## src/rtl/coproc_pkg.sv

```systemverilog
`default_nettype none
// ============================================================================
// Module   : coproc_pkg
// Purpose  : Shared definitions for the matrix coprocessor controller:
//            opcode encodings, FSM state encodings, instruction field
//            positions and the matrix-size helper.
// Revision : 1.0 - initial release
// ============================================================================
package coproc_pkg;

  // Opcodes; 0x0, 0xE and 0xF are illegal
  localparam logic [3:0] c_op_load      = 4'h1;
  localparam logic [3:0] c_op_write     = 4'h2;
  localparam logic [3:0] c_op_alu_first = 4'h3;  // SUM
  localparam logic [3:0] c_op_alu_last  = 4'hC;  // DET5
  localparam logic [3:0] c_op_store     = 4'hD;

  // Controller states
  typedef logic [2:0] state_t;
  localparam state_t c_st_idle   = 3'd0;
  localparam state_t c_st_decode = 3'd1;
  localparam state_t c_st_mem_wr = 3'd2;
  localparam state_t c_st_load   = 3'd3;
  localparam state_t c_st_exec   = 3'd4;
  localparam state_t c_st_store  = 3'd5;

  // Instruction word fields; bits [31:28] are reserved and ignored
  localparam int c_op_lsb   = 0;
  localparam int c_op_w     = 4;
  localparam int c_addr_lsb = 4;
  localparam int c_addr_w   = 8;
  localparam int c_data_lsb = 12;
  localparam int c_data_w   = 16;

  // Elements per DIM x DIM matrix
  function automatic int n2(input int dim);
    return dim * dim;
  endfunction

  function automatic logic is_alu_op(input logic [3:0] op);
    return (op >= c_op_alu_first) && (op <= c_op_alu_last);
  endfunction

endpackage
`default_nettype wire

```

## src/rtl/coproc_if.sv

```systemverilog
`default_nettype none
// ============================================================================
// Module   : coproc_if
// Purpose  : Bundle of the controller's instruction, memory, operand-bank and
//            ALU signals.
//            slave  : controller view (accepts instructions, drives memory/ALU)
//            master : environment view (host, memory, ALU datapath)
// Ports    : instr_valid/instr_ready/instr      instruction handshake
//            mem_req/we/addr/wdata/rdata/ack     single-element memory port
//            mat_a/mat_b (out), mat_c (in)       packed DIM x DIM matrices
//            alu_start/op/scalar/done            ALU dispatch
//            busy/loaded/err                     status
// Revision : 1.0 - initial release
// ============================================================================
interface coproc_if #(
  parameter int ELEM_W = 8,
  parameter int DIM    = 5,
  parameter int ADDR_W = 8
);
  import coproc_pkg::*;

  localparam int N2 = n2(DIM);

  logic                   instr_valid;
  logic                   instr_ready;
  logic [31:0]            instr;
  logic                   mem_req;
  logic                   mem_we;
  logic [ADDR_W-1:0]      mem_addr;
  logic [ELEM_W-1:0]      mem_wdata;
  logic [ELEM_W-1:0]      mem_rdata;
  logic                   mem_ack;
  logic [N2*ELEM_W-1:0]   mat_a;
  logic [N2*ELEM_W-1:0]   mat_b;
  logic [N2*ELEM_W-1:0]   mat_c;
  logic                   alu_start;
  logic [3:0]             alu_op;
  logic [15:0]            alu_scalar;
  logic                   alu_done;
  logic                   busy;
  logic                   loaded;
  logic                   err;

  modport slave (
    input  instr_valid, instr, mem_rdata, mem_ack, mat_c, alu_done,
    output instr_ready, mem_req, mem_we, mem_addr, mem_wdata,
           mat_a, mat_b, alu_start, alu_op, alu_scalar, busy, loaded, err
  );

  modport master (
    output instr_valid, instr, mem_rdata, mem_ack, mat_c, alu_done,
    input  instr_ready, mem_req, mem_we, mem_addr, mem_wdata,
           mat_a, mat_b, alu_start, alu_op, alu_scalar, busy, loaded, err
  );

endinterface
`default_nettype wire

```

## src/rtl/coproc_ctrl_operand_bank.sv

```systemverilog
`default_nettype none
// ============================================================================
// Module   : operand_bank
// Purpose  : Two DIM x DIM element register arrays (operands A and B) with a
//            single indexed write port and asynchronous clear.
// Ports    : clk, rst       clock, async active-high clear
//            we, sel_b      write enable, 0 = bank A / 1 = bank B
//            idx, wdata     element index (row*DIM+col) and data
//            mat_a, mat_b   packed contents, element k at [k*ELEM_W +: ELEM_W]
// Revision : 1.0 - initial release
// ============================================================================
module operand_bank #(
  parameter int ELEM_W = 8,
  parameter int DIM    = 5
) (
  input  logic                          clk,
  input  logic                          rst,
  input  logic                          we,
  input  logic                          sel_b,
  input  logic [$clog2(DIM*DIM)-1:0]    idx,
  input  logic [ELEM_W-1:0]             wdata,
  output logic [DIM*DIM*ELEM_W-1:0]     mat_a,
  output logic [DIM*DIM*ELEM_W-1:0]     mat_b
);

  localparam int N2 = DIM * DIM;

  logic [ELEM_W-1:0] r_a [N2];
  logic [ELEM_W-1:0] r_b [N2];

  always_ff @(posedge clk or posedge rst) begin
    if (rst) begin
      for (int k = 0; k < N2; k++) begin
        r_a[k] <= '0;
        r_b[k] <= '0;
      end
    end else if (we) begin
      if (sel_b) r_b[idx] <= wdata;
      else       r_a[idx] <= wdata;
    end
  end

  for (genvar k = 0; k < N2; k++) begin : g_pack
    assign mat_a[k*ELEM_W +: ELEM_W] = r_a[k];
    assign mat_b[k*ELEM_W +: ELEM_W] = r_b[k];
  end

endmodule
`default_nettype wire

```

## src/rtl/coproc_ctrl.sv

```systemverilog
`default_nettype none
// ============================================================================
// Module   : coproc_ctrl
// Purpose  : Matrix coprocessor control unit. Accepts 32-bit instructions and
//            sequences single writes, A/B burst loads into the operand bank,
//            ALU dispatch and write-back of the result matrix C.
// Ports    : clk  clock
//            rst  asynchronous active-high reset
//            bus  coproc_if.slave (instruction, memory, matrix, ALU, status)
// Revision : 1.0 - initial release
// ============================================================================
module coproc_ctrl
  import coproc_pkg::*;
#(
  parameter int ELEM_W = 8,
  parameter int DIM    = 5,
  parameter int ADDR_W = 8
) (
  input  logic    clk,
  input  logic    rst,
  coproc_if.slave bus
);

  localparam int N2    = n2(DIM);
  localparam int IDX_W = $clog2(N2);
  localparam int CNT_W = $clog2(2*N2 + 1);

  localparam logic [CNT_W-1:0] c_load_total  = CNT_W'(2*N2);
  localparam logic [CNT_W-1:0] c_store_total = CNT_W'(N2);
  localparam logic [CNT_W-1:0] c_write_total = CNT_W'(1);

  state_t              r_state;
  logic [3:0]          r_op;
  logic [ADDR_W-1:0]   r_base;
  logic [15:0]         r_data;
  logic [CNT_W-1:0]    r_cnt;      // completed transfers in the current burst
  logic                r_req;
  logic                r_we;
  logic [ADDR_W-1:0]   r_addr;
  logic [ELEM_W-1:0]   r_wdata;
  logic                r_start;
  logic [3:0]          r_alu_op;
  logic [15:0]         r_alu_scalar;
  logic                r_loaded;
  logic                r_err;

  logic                w_legal;
  logic [CNT_W-1:0]    w_total;
  logic                w_bank_we;
  logic                w_sel_b;
  logic [IDX_W-1:0]    w_idx;
  logic [IDX_W-1:0]    w_cnt_idx;
  logic [ELEM_W-1:0]   w_c_elem [N2];
  logic                w_unused_rsvd;

  assign w_unused_rsvd = ^bus.instr[31:28];

  assign w_legal = (r_op == c_op_load) || (r_op == c_op_write) ||
                   (r_op == c_op_store) || is_alu_op(r_op);

  assign w_total = (r_state == c_st_store)  ? c_store_total :
                   (r_state == c_st_mem_wr) ? c_write_total : c_load_total;

  // A and B are fetched as one contiguous 2*N2 burst: the count selects the bank
  assign w_sel_b   = (r_cnt >= CNT_W'(N2));
  assign w_idx     = IDX_W'(w_sel_b ? (r_cnt - CNT_W'(N2)) : r_cnt);
  assign w_bank_we = (r_state == c_st_load) && r_req && bus.mem_ack;
  assign w_cnt_idx = IDX_W'(r_cnt);

  for (genvar k = 0; k < N2; k++) begin : g_c_unpack
    assign w_c_elem[k] = bus.mat_c[k*ELEM_W +: ELEM_W];
  end

  always_ff @(posedge clk or posedge rst) begin
    if (rst) begin
      r_state      <= c_st_idle;
      r_op         <= '0;
      r_base       <= '0;
      r_data       <= '0;
      r_cnt        <= '0;
      r_req        <= 1'b0;
      r_we         <= 1'b0;
      r_addr       <= '0;
      r_wdata      <= '0;
      r_start      <= 1'b0;
      r_alu_op     <= '0;
      r_alu_scalar <= '0;
      r_loaded     <= 1'b0;
      r_err        <= 1'b0;
    end else begin
      case (r_state)
        c_st_idle: begin
          if (bus.instr_valid) begin
            r_op    <= bus.instr[c_op_lsb +: c_op_w];
            r_base  <= ADDR_W'(bus.instr[c_addr_lsb +: c_addr_w]);
            r_data  <= bus.instr[c_data_lsb +: c_data_w];
            r_state <= c_st_decode;
          end
        end

        // Issues the first transfer directly so mem_req rises right after
        c_st_decode: begin
          r_cnt <= '0;
          if (!w_legal) begin
            r_err   <= 1'b1;
            r_state <= c_st_idle;
          end else begin
            r_err <= 1'b0;
            if (r_op == c_op_write) begin
              r_req   <= 1'b1;
              r_we    <= 1'b1;
              r_addr  <= r_base;
              r_wdata <= r_data[ELEM_W-1:0];
              r_state <= c_st_mem_wr;
            end else if (r_op == c_op_load) begin
              r_req   <= 1'b1;
              r_we    <= 1'b0;
              r_addr  <= r_base;
              r_state <= c_st_load;
            end else if (r_op == c_op_store) begin
              r_req   <= 1'b1;
              r_we    <= 1'b1;
              r_addr  <= r_base;
              r_wdata <= w_c_elem[0];
              r_state <= c_st_store;
            end else begin
              r_alu_op     <= r_op;
              r_alu_scalar <= r_data;
              if (r_loaded) begin
                r_start <= 1'b1;
                r_state <= c_st_exec;
              end else begin
                // Operands missing: implicit load from address 0 first
                r_base  <= '0;
                r_req   <= 1'b1;
                r_we    <= 1'b0;
                r_addr  <= '0;
                r_state <= c_st_load;
              end
            end
          end
        end

        // Shared burst engine: request held until ack, then one idle cycle
        // in which either the next transfer is issued or the burst retires.
        c_st_mem_wr, c_st_load, c_st_store: begin
          if (r_req) begin
            if (bus.mem_ack) begin
              r_req <= 1'b0;
              r_cnt <= r_cnt + CNT_W'(1);
            end
          end else if (r_cnt == w_total) begin
            case (r_state)
              c_st_mem_wr: begin
                r_loaded <= 1'b0;
                r_state  <= c_st_idle;
              end
              c_st_load: begin
                r_loaded <= 1'b1;
                if (r_op == c_op_load) begin
                  r_state <= c_st_idle;
                end else begin
                  r_start <= 1'b1;
                  r_state <= c_st_exec;
                end
              end
              default: r_state <= c_st_idle;
            endcase
          end else begin
            r_req  <= 1'b1;
            r_addr <= r_base + ADDR_W'(r_cnt);
            if (r_state == c_st_store) r_wdata <= w_c_elem[w_cnt_idx];
          end
        end

        c_st_exec: begin
          if (bus.alu_done) begin
            r_start <= 1'b0;
            r_state <= c_st_idle;
          end
        end

        default: r_state <= c_st_idle;
      endcase
    end
  end

  operand_bank #(
    .ELEM_W (ELEM_W),
    .DIM    (DIM)
  ) u_bank (
    .clk    (clk),
    .rst    (rst),
    .we     (w_bank_we),
    .sel_b  (w_sel_b),
    .idx    (w_idx),
    .wdata  (bus.mem_rdata),
    .mat_a  (bus.mat_a),
    .mat_b  (bus.mat_b)
  );

  assign bus.instr_ready = (r_state == c_st_idle) && !rst;
  assign bus.mem_req     = r_req;
  assign bus.mem_we      = r_we;
  assign bus.mem_addr    = r_addr;
  assign bus.mem_wdata   = r_wdata;
  assign bus.alu_start   = r_start;
  assign bus.alu_op      = r_alu_op;
  assign bus.alu_scalar  = r_alu_scalar;
  assign bus.busy        = (r_state != c_st_idle);
  assign bus.loaded      = r_loaded;
  assign bus.err         = r_err;

endmodule
`default_nettype wire

```

## src/flat_wrapper.sv

```systemverilog
// flat-port wrapper written by rule: the top's interface ports become plain ports
module coproc_ctrl_flat import coproc_pkg::*;
#(
  parameter int ELEM_W = 8,
  parameter int DIM    = 5,
  parameter int ADDR_W = 8
)
  (clk, rst, bus_instr_valid, bus_instr, bus_mem_rdata, bus_mem_ack, bus_mat_c, bus_alu_done, bus_instr_ready, bus_mem_req, bus_mem_we, bus_mem_addr, bus_mem_wdata, bus_mat_a, bus_mat_b, bus_alu_start, bus_alu_op, bus_alu_scalar, bus_busy, bus_loaded, bus_err);
  coproc_if #(.ELEM_W(ELEM_W), .DIM(DIM), .ADDR_W(ADDR_W)) bus_i ();
  input  logic clk;
  input  logic rst;
  input wire logic [$bits(bus_i.instr_valid)-1:0] bus_instr_valid;
  input wire logic [$bits(bus_i.instr)-1:0] bus_instr;
  input wire logic [$bits(bus_i.mem_rdata)-1:0] bus_mem_rdata;
  input wire logic [$bits(bus_i.mem_ack)-1:0] bus_mem_ack;
  input wire logic [$bits(bus_i.mat_c)-1:0] bus_mat_c;
  input wire logic [$bits(bus_i.alu_done)-1:0] bus_alu_done;
  output wire logic [$bits(bus_i.instr_ready)-1:0] bus_instr_ready;
  output wire logic [$bits(bus_i.mem_req)-1:0] bus_mem_req;
  output wire logic [$bits(bus_i.mem_we)-1:0] bus_mem_we;
  output wire logic [$bits(bus_i.mem_addr)-1:0] bus_mem_addr;
  output wire logic [$bits(bus_i.mem_wdata)-1:0] bus_mem_wdata;
  output wire logic [$bits(bus_i.mat_a)-1:0] bus_mat_a;
  output wire logic [$bits(bus_i.mat_b)-1:0] bus_mat_b;
  output wire logic [$bits(bus_i.alu_start)-1:0] bus_alu_start;
  output wire logic [$bits(bus_i.alu_op)-1:0] bus_alu_op;
  output wire logic [$bits(bus_i.alu_scalar)-1:0] bus_alu_scalar;
  output wire logic [$bits(bus_i.busy)-1:0] bus_busy;
  output wire logic [$bits(bus_i.loaded)-1:0] bus_loaded;
  output wire logic [$bits(bus_i.err)-1:0] bus_err;
  assign bus_i.instr_valid = bus_instr_valid;
  assign bus_i.instr = bus_instr;
  assign bus_i.mem_rdata = bus_mem_rdata;
  assign bus_i.mem_ack = bus_mem_ack;
  assign bus_i.mat_c = bus_mat_c;
  assign bus_i.alu_done = bus_alu_done;
  assign bus_instr_ready = bus_i.instr_ready;
  assign bus_mem_req = bus_i.mem_req;
  assign bus_mem_we = bus_i.mem_we;
  assign bus_mem_addr = bus_i.mem_addr;
  assign bus_mem_wdata = bus_i.mem_wdata;
  assign bus_mat_a = bus_i.mat_a;
  assign bus_mat_b = bus_i.mat_b;
  assign bus_alu_start = bus_i.alu_start;
  assign bus_alu_op = bus_i.alu_op;
  assign bus_alu_scalar = bus_i.alu_scalar;
  assign bus_busy = bus_i.busy;
  assign bus_loaded = bus_i.loaded;
  assign bus_err = bus_i.err;
  coproc_ctrl #(.ELEM_W(ELEM_W), .DIM(DIM), .ADDR_W(ADDR_W)) u_core (.clk(clk), .rst(rst), .bus(bus_i));
endmodule
```

## config.mk

```make
export PLATFORM = sky130hd
export DESIGN_NAME = coproc_ctrl_flat
export DESIGN_NICKNAME = d
export VERILOG_FILES = /design/src/rtl/coproc_pkg.sv /design/src/rtl/coproc_if.sv /design/src/rtl/coproc_ctrl_operand_bank.sv /design/src/rtl/coproc_ctrl.sv /design/src/flat_wrapper.sv
export SDC_FILE = /design/constraint.sdc
export NUM_CORES = 1
export LEC_CHECK = 0
export ABC_AREA = 1
export CAP_MARGIN = 20
export CORE_AREA = 5 5 264 266
export DETAILED_ROUTE_END_ITERATION = 16
export DIE_AREA = 0 0 269 271
export HOLD_SLACK_MARGIN = 0.1
export SLEW_MARGIN = 20
export SYNTH_ARGS = -nofsm -noshare
export SYNTH_HDL_FRONTEND = slang
export SYNTH_SLANG_ARGS = --single-unit
```

## constraint.sdc

```tcl
create_clock -name clk -period 38.9 [get_ports clk]
set_clock_uncertainty 0.15 [all_clocks]
set_input_delay 7.78 -clock clk [delete_from_list [all_inputs] [get_ports clk]]
set_output_delay 7.78 -clock clk [all_outputs]
set_load 0.01 [all_outputs]
```

# Word level (Yosys, flattened, before mapping)
# Cells that the tools add are included.
word_totals:
  regBits: 478
  in_bits: 245
  word_cells: 211
op_classes:
  add_sub_neg: 3
  magnitude_cmp: 6
  n_eq_ne: 29
  muxes: 73
  bitwise_logic: 7
  reduce_logical: 29
ops:
  columns: ["operator", "n"]
  rows:
  - ["$bwmux 200", 2]
  - ["$mux 8", 22]
  - ["$pmux 8 s2", 3]
  - ["$bmux 8 s5", 1]
  - ["$demux 8 s5", 1]
  - ["$mux 3", 11]
  - ["$mux 6", 4]
  - ["$mux 1", 23]
  - ["$ne 2x2->1 const B", 10]
  - ["$reduce_and 7->1", 2]
  - ["$ge 6x6->1 const B", 2]
  - ["$ne 2x1->1 const B", 6]
  - ["$not 5->6", 2]
  - ["$pmux 3 s4", 1]
  - ["$pmux 6 s2", 1]
  - ["$reduce_and 11->1", 1]
  - ["$reduce_and 5->1", 2]
  - ["$reduce_and 3->1", 3]
  - ["$add 8x6->8", 1]
  - ["$reduce_and 4->1", 2]
  - ["$add 6x1->6 const B", 1]
  - ["$eq 3x2->1 const B", 2]
  - ["$eq 3x3->1 const B", 2]
  - ["$eq 6x6->1", 1]
  - ["25 further kinds", 41]

# Logic depth before layout (Yosys ltp)
# Gate-level depths: netlist of the first run.
logic_depth:
  word_depth: 8
  ltp_mapped: 16
  ltp_nobuf: 15

# Hierarchy
# Synthesis of the first run repeated with hierarchy kept, for this count alone.
hier_totals:
  cells_unflattened: 2890
  hier_area_um2: 22760.6
modules_own_cells:
  columns: ["mod", "area_each_um2", "n_inst", "seq_area_each_um2", "cells_per_inst"]
  rows:
  - ["operand_bank", 16283.1, 1, 10009.6, 1825]
  - ["coproc_ctrl", 6477.5, 1, 1951.9, 1065]

# Worst setup path before layout of the first run
# No wires, ideal clock.
synth_timing:
  path_type: "input-to-output"
  from: "input rst"
  to: "output bus_instr_ready"
  slack_ps: 23021
  required_time_ps: 30970
  arrival_time_ps: 7949
  n_path_buf: 0
  stages: 1
  cell_sequence: "nor2_1"
synth_between:
  elab_chain_cells: 2
synth_rtl:
  columns: ["item", "line_no", "rtl"]
  rows:
  - ["start: declaration", "flat_wrapper.sv:11", "input logic rst;"]
  - ["$logic_not 1->1 (no line)", null, null]
  - ["$logic_and 1x1->1", "coproc_ctrl.sv:202", "assign bus.instr_ready = (r_state == c_st_idle) && !rst;"]
  - ["end: declaration", "flat_wrapper.sv:18", "output wire logic [$bits(bus_i.instr_ready)-1:0] bus_instr_ready;"]
# No other way between the ends.

# Worst setup path in the final report of the first run
# Same ends and word-level chain as after synthesis.

==> results of run 1 <==
per-stage QoR:
stage / hold WS (ps) / utilization, % / instances / cell area (um^2)
after floorplan: 351 / - / 2951 / 23300
after global placement: 302 / 45.5 / 4318 / 30400
after detailed placement: 307 / 45.5 / 4318 / 30400
after CTS: 321 / 48.2 / 4418 / 32200
after global routing: 335 / 48.2 / 4419 / 32200
final: 317 / 48.2 / 4419 / 32200
routing by layer:
| metal | wire, um | share of wire, % |
|---|---|---|
| met3 | 7810 | 8.2 |
| met1 | 40600 | 43 |
| met2 | 43500 | 46 |
| met4 | 2810 | 3.0 |
| met5 | 79 | 0.083 |
layout make-up:
| class | count | area, um^2 |
|---|---|---|
| diodes | 1 | 2.50 |
| multi-input cells | 2046 | 9450 |
| clock inverters | 23 | 270 |
| flip-flops and latches | 478 | 12000 |
| repair buffers | 723 | 7110 |
| inverters | 198 | 756 |
| fillers | 6597 | 34600 |
| well taps | 873 | 1090 |
| clock buffers | 77 | 1540 |
where the power goes:
part	switching [mW]	total, mW	internal [mW]
logic	0.313	0.490	0.177
clock network	0.219	0.523	0.304
registers	0.0415	0.600	0.558
state kept, by name (all words and copies together), names as in the netlist, 3 cells and up:
register,cells
u_core.bus.alu_op,4
u_core.bus.alu_scalar,16
u_core.bus.mem_addr,8
u_core.bus.mem_wdata,8
u_core.r_base,8
u_core.r_cnt,6
u_core.r_data,16
u_core.r_op,4
u_core.r_state,3
u_core.u_bank.mat_a,200
u_core.u_bank.mat_b,200
synth_stat cells, types with 2 or more instances:
master    number
o22ai_1        2
nor3_1         3
inv_1        189
dfrtp_1      478
ha_1           9
buf_1         19
a31oi_1        4
buf_2         65
inv_2          4
or2_2         12
nor2_2         4
o211ai_1       3
o21ai_2        2
clkbuf_1     106
nand2_1     1186
nor2_4        10
xnor2_1        2
buf_6         23
a21oi_1       31
nand3_2        4
nand4_1      365
clkinv_1       4
nand3_1      250
o21ai_0       78
nor2_1        66
buf_4         16
worst min-delay path: stages (launching register included):
cell     delay, ps
dfrtp_1        340
nand2_1         50
nand2_1         40
cell families (layout without fill, tap and decap cells):
logic type	after synthesis	in the layout	synth area share [%]
simple gates	1905	1905	36.7
flops	478	478	51.3
buf+inv	427	1021	8.24
other cells	0	1	0
mux	1	1	0.0430
xor+xnor	2	2	0.0752
compound gates	128	128	3.03
fa+ha+maj	10	10	0.569
path summary, 6_finish.rpt:
check / to / slack [ps] / cells past startpoint
max: bus_instr_ready / 21990 / 3
min: u_core.u_bank.mat_a[154]$_DFFE_PP0P_ / 320 / 2
max reg2reg: u_core.u_bank.mat_b[135]$_DFFE_PP0P_ / 34070 / 10
min reg2reg: u_core.u_bank.mat_a[154]$_DFFE_PP0P_ / 320 / 2
max in group asynchronous: u_core.u_bank.mat_b[148]$_DFFE_PP0P_ / 28650 / 4
min in group asynchronous: u_core.bus.alu_scalar[4]$_DFFE_PP0P_ / 7620 / 2
==> results.md, run 1 <==
- Via count: 22700
- RePlAce Congestion: 0.887
- Routed Antenna Nets: 0
- Total number of yosys warnings: 0
- Worst path bufs/invs: 2
- Hold Fails Final Rpt: 0
- RSZ-0062 raised after global routing: false
- Most common cell after layout, fill and taps aside: nand2_1
- CTS Sinks: 478
- Via-to-Cell Ratio: 5.13
- Most used cell, CP: clkdlybuf4s50_1
- Number of max-slew violations in the final report: 0
- TNS Setup: 0 ps
- Met2 global-route usage: 39.3%
- Worst-path maximum fanout: 2
- Hold WC Path Type: register to register
- Lkg Pwr: 16.1 nW
- Hold-fix buffers, CTS: 0
- Worst r2r src: u_core.r_cnt[0]$_DFFE_PP0P_
- CTS tree: built
- Final setup margin: 21990 ps
- Fraction of layout instances using a drive strength above 1: 5.19%
- Yosys reg bits: 478
- Top post-synthesis cells by area: dfrtp_1, nand2_1, nand4_1
- Critical Path AT: 8980 ps
- Pre-CTS WS: 21990 ps
- DRT Pass-1 Iters: 5
- Commonest non-fill, non-tap cells in the layout: nand2_1, clkdlybuf4s50_1, dfrtp_1, nand4_1, nand3_1
- GRT busiest layer: met2
- Period utilization: 43.5%
- Crit Path Class: primary input to primary output
- Synth area leader: dfrtp_1
- H-tree Lvls: 2
- Nets: 3756
- Ratio of total power to cell area: 50.1 mW/mm^2
- P&R area growth vs syn: 38.1%
- DRT iter0 DRCs: 2386
- Crit path time final: 16910 ps
- Worst-path cell chain: clkdlybuf4s50_1 > nor2_1 > clkdlybuf4s50_1
- Grt ovf: 0
- Resize count post-CTS: 0
- TritonCTS buffer count: 54
- Status: completed
- Initial antenna violation count: 8
- Mapped Area: 0.0233 mm^2
- Routed wire length: 94800 um
- Max-Cap Viols: 0
- Final HPWL DP: 62500 um
- Post-synth top flop: dfrtp_1
- Post-synth EDFFs: 0
- Routed wire per std cell: 21.5 um
- Critical Path Source: rst
- Boundary pin count: 688
- DRC Markers: 0
- Slowest stage delay, CP: 550 ps
- Crit path max-delay cell type: clkdlybuf4s50_1
- Pin count of the biggest net entering global routing: 157
- Slew HR: 32.2%
- Final setup violation count: 0
- Cell variety after synth: 42
- CTS max path bufs: 3
- Critical path's top delay family: buffers and inverters
- Setup Fix Bufs, Post-CTS: 0
- Actual slew at the worst max-slew pin: 1010 ps
- Global-route wire length before repair: 141000 um
- Die H: 271 um
- Total GRT Usage: 24.9%
- Total power: 1.61 mW
- Startpoint class of the critical path: primary input
- GRT met3 Usage: 6.63%
- Initial core utilization: 34.9%
- Met1 global-route usage: 33.8%
- Worst setup EP type: primary output
- Syn avg cell area: 7.89 um^2
- Vias in the first global route: 21700
- Die Wd: 269 um
- Max IR drop VDD: 0.0402 mV
- Worst-Skew Late Latency: 610 ps
- CTS clk-pin slew, worst paths: 60 ps
- Die ar.: 0.0729 mm^2
- Core area: 0.0668 mm^2
- I/O Buffers: 683
- Root Buffer: clkbuf_16
- Part of the Yosys area used for sequential elements: 51.3%
- Yosys top cell area share: 51.3%
- Worst path required time: 30970 ps
- Syn nets: 3206
- Cells after Synth: 2951
- Max Fclk: 0.0592 GHz
- Fraction of registers with async set/reset: 100%
- Row cnt: 95
- Hold Path Origin: u_core.u_bank.mat_a[154]$_DFFE_PP0P_
(Power assumes the default switching activity.)
==> run 2: changes to the inputs <==
CORE_AREA = 5 5 261 263   (was 5 5 264 266)
DIE_AREA = 0 0 266 268   (was 0 0 269 271)
PLACE_DENSITY = 0.66   (was unset)
clock period = 14.03 ns   (was 38.9 ns; I/O delays follow)
==> run 2 against run 1 <==
First-iteration DRC count decreased by 5.4%. Count of clock-buffer cells in the layout shrank 9. Register-to-register slack lost 25000 ps. Final cell count down 0.38%. Design area hardly changed. Worst setup slack got worse by 15000 ps. Die area decreased by 2.2%. Clock power grew to 2.8 times the previous value. Combinational power rose to 2.7 times the previous value. Sequential share of layout area is essentially flat.
==> results.md, run 2 (synthesis results as in run 1) <==
- Status: completed
- Hold-fix buffers, CTS: 0
- Slew HR: 36.2%
- Initial core utilization: 35.6%
- DRC Markers: 0
- Hold Fails Final Rpt: 0
- RSZ-0062 raised after global routing: false
- Worst-Skew Late Latency: 600 ps
- Worst-path maximum fanout: 2
- P&R area growth vs syn: 38.1%
- Ratio of total power to cell area: 139 mW/mm^2
- Die H: 268 um
- Fraction of layout instances using a drive strength above 1: 5.12%
- Period utilization: 49.1%
- CTS clk-pin slew, worst paths: 60 ps
- Max IR drop VDD: 0.128 mV
- Number of max-slew violations in the final report: 0
- Lkg Pwr: 16.0 nW
- Nets: 3754
- Actual slew at the worst max-slew pin: 954 ps
- DRT Pass-1 Iters: 5
- Max-Cap Viols: 0
- Initial antenna violation count: 6
- TritonCTS buffer count: 53
- Row cnt: 94
- Worst setup EP type: primary output
- Via-to-Cell Ratio: 5.20
- Startpoint class of the critical path: primary input
- Worst hold slack: 317 ps
- Max Fclk: 0.145 GHz
- Die Wd: 266 um
- DRT iter0 DRCs: 2256
- Most common cell after layout, fill and taps aside: nand2_1
- Total GRT Usage: 24.5%
- I/O Buffers: 683
- Core area: 0.0654 mm^2
- Setup Fix Bufs, Post-CTS: 0
- Boundary pin count: 688
- Pin count of the biggest net entering global routing: 154
- Crit Path Class: primary input to primary output
- Critical Path AT: 3930 ps
- Hold WC Path Type: register to register
- CTS max path bufs: 3
- Die ar.: 0.0713 mm^2
- Grt ovf: 0
- CTS tree: built
- CTS Sinks: 478
- Root Buffer: clkbuf_16
- RePlAce Congestion: 0.880
- Commonest non-fill, non-tap cells in the layout: nand2_1, clkdlybuf4s50_1, dfrtp_1, nand4_1, nand3_1
- Routed wire length: 91700 um
- Via count: 22900
- Vias in the first global route: 21600
- Final setup violation count: 0
- Routed Antenna Nets: 0
- Routed wire per std cell: 20.8 um
- TNS Setup: 0 ps
- H-tree Lvls: 2
- Crit path time final: 6890 ps
- Final HPWL DP: 60800 um
- Resize count post-CTS: 0
- Worst path required time: 11070 ps
- Global-route wire length before repair: 137000 um
run 2: changes by cell type in the layout (fill, tap and decap cells not counted), moves of 2 or more:
cell / delta
clkbuf_8: -2
bufinv_16: +3
clkinvlp_4: +3
buf_4: -3
clkbuf_1: -6
clkinv_2: -4
run 2: power breakdown:
group          total (mW)  switching [mW]  leakage, nW  internal [mW]
clock network        1.47           0.604        0.891          0.868
logic                1.34           0.853         8.59          0.489
registers            1.66           0.114         6.56           1.55
total                4.47            1.57         16.0           2.90
run 2: critical path: stages:
cell             delay (ps)
clkdlybuf4s50_1         450
nor2_1                  120
clkdlybuf4s50_1         550
run 2: metal layers:
| metal | share of wire [%] | global-route usage (%) | up-vias |
|---|---|---|---|
| li1 | - | - | 10800 |
| met4 | 3.6 | 7.94 | 8 |
| met5 | 0.062 | 0 | - |
| met2 | 46 | 38.8 | 908 |
| met3 | 8.3 | 5.91 | 164 |
| met1 | 42 | 33.5 | 11000 |
run 2: cell type report:
type / instances / area [um^2]
Fill cell: 6328 / 33200
Sequential cell: 478 / 12000
Multi-Input combinational cell: 2046 / 9450
Timing Repair Buffer: 722 / 7120
Clock buffer: 68 / 1460
Tap cell: 864 / 1080
Inverter: 198 / 752
Clock inverter: 24 / 352
Antenna cell: 2 / 5.00
run 2: final timing paths:
check | start | endpoint | slack, ps | depth (start not counted)
max in group asynchronous | rst | u_core.u_bank.mat_b[146]$_DFFE_PP0P_ | 8810 | 5
worst max-delay path | rst | bus_instr_ready | 7140 | 3
worst max register to register | u_core.r_cnt[0]$_DFFE_PP0P_ | u_core.u_bank.mat_a[138]$_DFFE_PP0P_ | 9480 | 11
worst min-delay path | u_core.u_bank.mat_b[125]$_DFFE_PP0P_ | u_core.u_bank.mat_b[125]$_DFFE_PP0P_ | 320 | 2
min in group asynchronous | rst | u_core.bus.alu_scalar[13]$_DFFE_PP0P_ | 2690 | 3
worst min register to register | u_core.u_bank.mat_b[125]$_DFFE_PP0P_ | u_core.u_bank.mat_b[125]$_DFFE_PP0P_ | 320 | 2
run 2: per-stage QoR:
step                      cells  util, %  area (um^2)  power, mW  setup slack (ps)
after floorplan            2951        -        23300       2.43              4600
after global placement     4308     46.4        30400       3.01              7150
after detailed placement   4308     46.4        30400       3.02              7140
after CTS                  4400     49.2        32200       4.50              7130
after global routing       4402     49.2        32200       4.72              7070
final                      4402     49.2        32200       4.47              7140
==> run 3: changes to the inputs <==
CORE_AREA = 5 5 262 264   (was 5 5 261 263)
DIE_AREA = 0 0 267 269   (was 0 0 266 268)
PLACE_DENSITY = unset   (was 0.66)
clock period = 7.21 ns   (was 14.03 ns; I/O delays follow)
==> run 3 against run 2 <==
Count of clock-buffer cells in the layout up 1. Register-to-register slack worse by 6500 ps. Hold slack worse by 0.69 ps. Sequential share of layout area down 0.066 points. Critical path depth up 10. Design area up 0.18%.
==> results.md, run 3 (synthesis results as in run 1) <==
- Placed Area: 0.0305 mm^2
- Via-to-Cell Ratio: 5.14
- Hold WC Path Type: register to register
- Multi-input logic area: 0.00945 mm^2
- Routed wire length: 94700 um
- Pin count of the biggest net entering global routing: 162
- Fraction of layout instances using a drive strength above 1: 5.33%
- Final setup violation count: 0
- Vias in the first global route: 21300
- Max-Cap Viols: 0
- Fillers: 6451
- Int Pwr: 5.56 mW
- CTS max path bufs: 3
- Worst path required time: 7560 ps
- Crit path time final: 4230 ps
- Slew HR: 31.6%
- Startpoint class of the critical path: register
- Max IR drop VDD: 0.182 mV
- Most common cell after layout, fill and taps aside: nand2_1
- Boundary pin count: 688
- Die ar.: 0.0718 mm^2
- Via count: 22700
- Initial antenna violation count: 8
- Worst-path maximum fanout: 62
- Register area: 0.0120 mm^2
- Worst setup EP type: register
- CTS Sinks: 478
- DRC Markers: 0
- P&R area growth vs syn: 38.4%
- Number of max-slew violations in the final report: 0
- RePlAce Congestion: 0.878
- Final HPWL DP: 63100 um
- Worst-Skew Late Latency: 600 ps
- Flop pwr share: 37.6%
- Fraction of power spent switching nets: 35.6%
- Routed length on met3: 7160 um
- Root Buffer: clkbuf_16
- Comb power frac: 30.6%
- Worst hold slack: 316 ps
- Clk pwr share: 31.9%
- Lkg Pwr: 16.1 nW
- CTS clk-pin slew, worst paths: 60 ps
- Met2 wire len: 44700 um
- TNS Setup: 0 ps
- Period utilization: 58.6%
- Total GRT Usage: 25.2%
- DRT iter0 DRCs: 2071
- Row cnt: 95
- Routed wire per std cell: 21.4 um
- Setup Fix Bufs, Post-CTS: 0
- DRT Pass-1 Iters: 5
- H-tree Lvls: 2
- Die Wd: 267 um
- Design area: 0.0322 mm^2
- Grt ovf: 0
- Routed Antenna Nets: 0
- Final Core Density: 48.6%
- Max Fclk: 0.237 GHz
- Core area: 0.0663 mm^2
- Resize count post-CTS: 0
- Final non-filler cell total: 4422
- TritonCTS buffer count: 53
- Ratio of total power to cell area: 268 mW/mm^2
- Critical Path AT: 4570 ps
- Switching power total: 3.07 mW
- Hold Fails Final Rpt: 0
- Crit Path Class: register to register
- Post-Route M1 WL: 40300 um
- Commonest non-fill, non-tap cells in the layout: nand2_1, clkdlybuf4s50_1, dfrtp_1, nand4_1, nand3_1
- I/O Buffers: 683
- CTS tree: built
- Global-route wire length before repair: 140000 um
- Initial core utilization: 35.1%
- Status: completed
- # placed instances: 4324
- Nets: 3761
- RSZ-0062 raised after global routing: false
- Hold-fix buffers, CTS: 0
- Actual slew at the worst max-slew pin: 1030 ps
- Die H: 269 um
- Max Used Layer: met5
## run 3: cell types whose count changed in the layout (fill, tap and decap cells not counted)
cell and delta:
clkinv_2 +5, clkbuf_1 +1, diode_2 +2, buf_12 +6
inv_6 +2, buf_6 -1, clkinv_4 +3, inv_16 -2
inv_4 -1, buf_4 +2, clkinvlp_4 -2, inv_2 -1
bufinv_16 -3
## run 3: critical path, stage by stage (launching register included)
cell	delay (ps)
dfrtp_4	750
inv_2	140
ha_1	190
nand2_1	130
o21bai_4	240
nand2_4	140
o21ai_2	340
nand2_1	200
clkinv_2	310
buf_4	410
buf_4	470
nand3_1	390
nand2_1	170
nand2_1	60
## run 3: routing by layer
metal	GRT usage (%)	up-vias
li1	-	10900
met1	34.3	11000
met2	40.5	778
met3	6.28	138
met4	6.73	8
met5	0	-
## run 3: area by class of cell
type,count,share of cell area (%)
diodes,4,0.0310
clock buffers,69,4.55
clock inverters,25,0.823
inverters,198,2.33
multi-input cells,2046,29.3
flip-flops and latches,478,37.1
well taps,873,3.39
repair buffers,729,22.5
## run 3: path summary, 6_finish.rpt
path,from,end,slack (ps),cells after the start
worst min register to register,u_core.u_bank.mat_b[152]$_DFFE_PP0P_,u_core.u_bank.mat_b[152]$_DFFE_PP0P_,320,2
worst max-delay path,u_core.r_cnt[0]$_DFFE_PP0P_,u_core.u_bank.mat_b[129]$_DFFE_PP0P_,2980,13
max in group asynchronous,rst,u_core.u_bank.mat_b[199]$_DFFE_PP0P_,4310,3
min in group asynchronous,rst,u_core.bus.mem_wdata[6]$_DFFE_PP0P_,1220,2
worst max register to register,u_core.r_cnt[0]$_DFFE_PP0P_,u_core.u_bank.mat_b[129]$_DFFE_PP0P_,2980,13
worst min-delay path,u_core.u_bank.mat_b[152]$_DFFE_PP0P_,u_core.u_bank.mat_b[152]$_DFFE_PP0P_,320,2
## run 3: power by group through the flow
stage / Sequential, mW / Clock (mW) / Combinational, mW
3_5_place_dp: 3.28 / 0 / 2.63
4_1_cts: 3.24 / 2.81 / 2.65
6_report: 3.24 / 2.75 / 2.64
2_1_floorplan: 3.33 / 0 / 1.41
5_1_grt: 3.28 / 2.92 / 2.92
3_3_place_gp: 3.28 / 0 / 2.63
## run 3: metrics by stage
step	setup slack (ps)	power (mW)
after floorplan	-859	4.73
after global placement	2930	5.90
after detailed placement	2920	5.91
after CTS	2940	8.70
after global routing	2700	9.12
final	2980	8.63
